[src/rtl/bp_be_dcache_wbuf_ctrl.sv]
// Control for the 2-entry data-cache write buffer: tracks occupancy, steers the
// queue's enables/muxes, snoops load addresses and flags protocol misuse.
module bp_be_dcache_wbuf_ctrl #(
  parameter int addr_width_p = 40
) (
  input  logic                    clk_i,
  input  logic                    reset_n_i,
  input  logic                    v_i,
  output logic                    ready_o,
  output logic                    v_o,
  input  logic                    yumi_i,
  output logic                    el0_en_o,
  output logic                    el1_en_o,
  output logic                    mux0_sel_o,
  output logic                    mux1_sel_o,
  input  logic [addr_width_p-1:0] el0_addr_i,
  input  logic [addr_width_p-1:0] el1_addr_i,
  input  logic [addr_width_p-1:0] lookup_addr_i,
  output logic                    el0_hit_o,
  output logic                    el1_hit_o,
  output logic                    empty_o,
  output logic                    full_o,
  output logic                    err_o
);

  typedef enum logic [1:0] {
    ST_EMPTY = 2'd0,
    ST_ONE   = 2'd1,
    ST_FULL  = 2'd2
  } state_e;

  state_e state, state_nxt;
  logic   err_r, err_nxt;

  always_ff @(posedge clk_i or negedge reset_n_i) begin
    if (!reset_n_i) begin
      state <= ST_EMPTY;
      err_r <= 1'b0;
    end else begin
      state <= state_nxt;
      err_r <= err_nxt;
    end
  end

  // Enables are gated by reset so a pending v_i cannot load the queue while held in reset.
  always_comb begin
    state_nxt  = state;
    err_nxt    = err_r;
    el0_en_o   = 1'b0;
    el1_en_o   = 1'b0;
    mux0_sel_o = 1'b0;
    if (reset_n_i) begin
      unique case (state)
        ST_EMPTY: begin
          if (v_i) begin
            el1_en_o  = 1'b1;
            state_nxt = ST_ONE;
          end
          if (yumi_i) err_nxt = 1'b1;
        end
        ST_ONE: begin
          if (v_i && !yumi_i) begin
            el0_en_o  = 1'b1;
            state_nxt = ST_FULL;
          end else if (v_i && yumi_i) begin
            el1_en_o  = 1'b1;
          end else if (yumi_i) begin
            state_nxt = ST_EMPTY;
          end
        end
        ST_FULL: begin
          // Shift el0 into the head; a same-cycle push refills el0 even though ready_o=0.
          if (yumi_i) begin
            el1_en_o   = 1'b1;
            mux0_sel_o = 1'b1;
            el0_en_o   = v_i;
            if (!v_i) state_nxt = ST_ONE;
          end else if (v_i) begin
            err_nxt = 1'b1;
          end
        end
        default: state_nxt = ST_EMPTY;
      endcase
    end
  end

  assign v_o        = (state != ST_EMPTY);
  assign ready_o    = (state != ST_FULL);
  assign empty_o    = (state == ST_EMPTY);
  assign full_o     = (state == ST_FULL);
  assign mux1_sel_o = (state != ST_EMPTY);
  assign err_o      = err_r;

  assign el1_hit_o  = (state != ST_EMPTY) && (el1_addr_i == lookup_addr_i);
  assign el0_hit_o  = (state == ST_FULL)  && (el0_addr_i == lookup_addr_i);

endmodule

[config.mk]
export PLATFORM = sky130hd
export DESIGN_NAME = bp_be_dcache_wbuf_ctrl
export DESIGN_NICKNAME = d
export VERILOG_FILES = /design/src/rtl/bp_be_dcache_wbuf_ctrl.sv
export SDC_FILE = /design/constraint.sdc
export NUM_CORES = 1
export LEC_CHECK = 0
export BUFFER_PORTS_ARGS = -buffer_cell sky130_fd_sc_hd__buf_2
export CORE_MARGIN = 1.5
export CORE_UTILIZATION = 34
export CTS_BUF_LIST = sky130_fd_sc_hd__clkbuf_16
export CTS_CLUSTER_SIZE = 40
export DETAILED_ROUTE_END_ITERATION = 6
export GPL_ROUTABILITY_DRIVEN = 1
export PLACE_DENSITY = 0.86
export SETUP_SLACK_MARGIN = 0.05
export SLEW_MARGIN = 20
export SYNTH_ARGS = -nofsm -noshare
export SYNTH_HDL_FRONTEND = slang
export SYNTH_SLANG_ARGS = --single-unit
export TNS_END_PERCENT = 20
[constraint.sdc]
create_clock -name clk_i -period 1.5 [get_ports clk_i]
set_input_delay 0.075 -clock clk_i [delete_from_list [all_inputs] [get_ports clk_i]]
set_output_delay 0.075 -clock clk_i [all_outputs]
set_load 0.01 [all_outputs]
==> reports/qor.csv <==
metric,value,unit
status,finished with violations,
failing checks,negative setup slack,
Mapped Nets,276,
CTS tree,built,
# setup viols final,1,
Power Density,783,nW/um^2
period utilization,101,%
Max Cap Viol,0,
cell count after placement,329,
delay of the slowest critical-path stage,0.38,ns
Worst-Margin Slew,0.340,ns
DP Area,1930,um^2
Routed WL,4430,um
DRC,0,
R2R setup slack,0.05,ns
post-synth top area cell,xor2_1,
Final Core Density,67.5,%
hold depth,2,
Die Wd,62.1,um
Clock power frac,23.4,%
CP endpoint kind,output pin,
Core ar.,3340,um^2
Synth top cells by count,"xor2_1 (38), xnor2_1 (37), nand4_1 (11), inv_1 (10), nor4_1 (9)",
# clock sinks,3,
CP max FO,3,
Syn Std Cell Area,1190,um^2
Worst slew margin,77.2,%
DP Worst Slack,-0.0327,ns
clock latency at the later pin of the worst-skew pair,0.22,ns
"count leader, synth",xor2_1,
Clock Path Buffers,2,
P_int,1.10,mW
clk root buf,clkbuf_16,
Syn Inst Count,147,
first-pass GRT wire length,6960,um
first drt pass iteration count,3,
Post-DRT Antenna Nets,0,
H-tree depth,1,
asr flop ratio synth,100,%
ant diodes,0,
share of layout cells above drive strength 1,58.2,%
HPWL Detailed,3720,um
routability cong.,0.891,
io pins,135,
Rows,21,
via count of the routed design,1622,
FF-to-FF Start,state[1]$_DFFE_PN0P_,
Die H,62.1,um
RSZ-0062 raised after global routing,true,
Synth warnings,0,
fin crit period,1.51,ns
largest net degree at the start of global routing,8,
synthesis-to-finish area growth,89.5,%
Worst setup SP type,flop,
Hold Startpoint,reset_n_i,
peak supply drop,0.000714,V
CTS Buf Count,3,
"Seq/Total Area, Yosys",6.32,%
hold crit path type,primary input to flop,
combinational share of power,69.0,%
Clock Skews,0.00241,ns
port bufs,134,
nets@finish,424,
post-synth top area share,28.0,%
post-route cell area,2250,um^2
reg2reg end,state[0]$_DFFE_PN0P_,
Leakage Power,1.12,nW
worst path required time,1.42,ns
Sw Pwr,660,uW
path type of the worst setup path,flop to output pin,
DR iter-0 viols,37,
Setup TNS,-0.00912,ns
die footprint,3860,um^2
Initial Util,35.6,%
Yosys reg bits,3,
initial antenna violation count,0,
Flop pwr share,7.6,%
"Critical Path, Cell by Cell",inv_2 > ha_4 > buf_6 > a21oi_2 > o21ai_1 > and3b_1 > buf_2,
final worst-path setup slack,-0.00912,ns
top post-synthesis cells by area,"xor2_1 (28%), xnor2_1 (27%), dfrtp_1 (6.3%)",
grt total ovfl,0,
Layout Cells excl Fill,340,
routed vias/inst,4.77,
Hold Crit Endpoint,err_o$_DFFE_PN0P_,
Max Freq,663,MHz
Worst path slowest cell,dfrtp_1,
Post-synth EDFFs,0,
"Arr. time, crit path",1.43,ns
total track usage,21.7,%
vias in the first global route,1661,
Syn Area/Cell,8.09,um^2
r2r worst-path depth,6,
final hold vios,0,
routed wire length per instance,13.0,um
Worst-path clk slew,0.03,ns
Sw Ratio,37.5,%
Final Slew Violations,0,
top_reg_cell synth,dfrtp_1,
distinct cell type count after synthesis,29,
[power by group through the flow]
stage | clock, mW | sequential, mW | combinational (mW)
global route | 0.426 | 0.138 | 1.32
CTS | 0.418 | 0.130 | 1.10
global placement | 0 | 0.141 | 0.841
detailed placement | 0 | 0.144 | 0.855
floorplan | 0 | 0.137 | 0.479
finish | 0.412 | 0.133 | 1.22
[cell usage in the layout (no fill, tap or decap), types with 2 or more instances in the layout]
cell type / n
a21oi_1: 3
a21oi_2: 3
buf_2: 129
buf_4: 9
buf_6: 5
clkbuf_16: 3
dfrtp_1: 3
ha_1: 2
ha_4: 3
inv_1: 9
inv_2: 2
nand2_1: 2
nand3_1: 3
nand4_1: 11
nor4_1: 8
nor4_2: 3
o21ai_1: 2
xnor2_1: 27
xnor2_2: 9
xor2_1: 38
[what timing repair did]
action | CTS | global route
resized for setup | 14 | 20
hold buffers | 1 | 0
pin swaps | 3 | 22
setup endpoints to repair | 4 | 7
endpoints found under the hold margin | 3 | 0
buffers inserted | 5 | 1
[final cells by class]
class | instances | area (um^2)
clock buffers | 3 | 75.1
clock inverters | 1 | 3.75
fillers | 283 | 1080
well taps | 46 | 57.6
repair buffers | 144 | 779
inverters | 10 | 37.5
multi-input cells | 133 | 1220
flip-flops and latches | 3 | 75.1
[per-stage QoR]
| step | hold slack (ns) | power [mW] |
|---|---|---|
| after CTS | 0.139 | 1.65 |
| final | 0.140 | 1.76 |
| after global placement | -0.0935 | 0.982 |
| after detailed placement | -0.0935 | 0.998 |
| after floorplan | -0.221 | 0.617 |
| after global routing | 0.161 | 1.89 |
[cell families (layout without fill, tap and decap cells)]
| family | count (synthesis) | in the layout | synth area share [%] |
|---|---|---|---|
| buf+inv | 11 | 158 | 3.79 |
| simple gates | 36 | 36 | 20.3 |
| xor+xnor | 75 | 75 | 55.3 |
| flops | 3 | 3 | 6.32 |
| compound gates | 17 | 17 | 9.05 |
| fa+ha+maj | 5 | 5 | 5.26 |
[sequential cells by signal (all words and copies together) (netlist names)]
register  count
state         2
err_o         1
[per-layer routing]
metal  global-route usage, %  wire length, um  vias to the layer above
li1                        -                -                      807
met1                    23.7             1590                      721
met2                    42.8             2450                       83
met3                    3.44              304                       11
met4                    6.11               93                        0
met5                       0                0                        -
[how the worst max path moves through the flow]
stage | from | to | depth (start not counted)
after floorplan | state[0]$_DFFE_PN0P_ | el1_hit_o | 5
after global placement | lookup_addr_i[13] | el1_hit_o | 7
after detailed placement | lookup_addr_i[13] | el1_hit_o | 7
after CTS | state[1]$_DFFE_PN0P_ | el1_en_o | 7
after global routing | state[1]$_DFFE_PN0P_ | el1_en_o | 7
final | state[1]$_DFFE_PN0P_ | el1_en_o | 7
[critical path: cells and delay by family (launching register included)]
kind,cells,cell delay (ns)
adders and majority gates,1,0.17
DFF,1,0.38
AOI/OAI and AO/OA,2,0.16
buffers and inverters,3,0.34
and+or+nand+nor,1,0.16
Note: power is estimated with default switching activity, not from simulation.
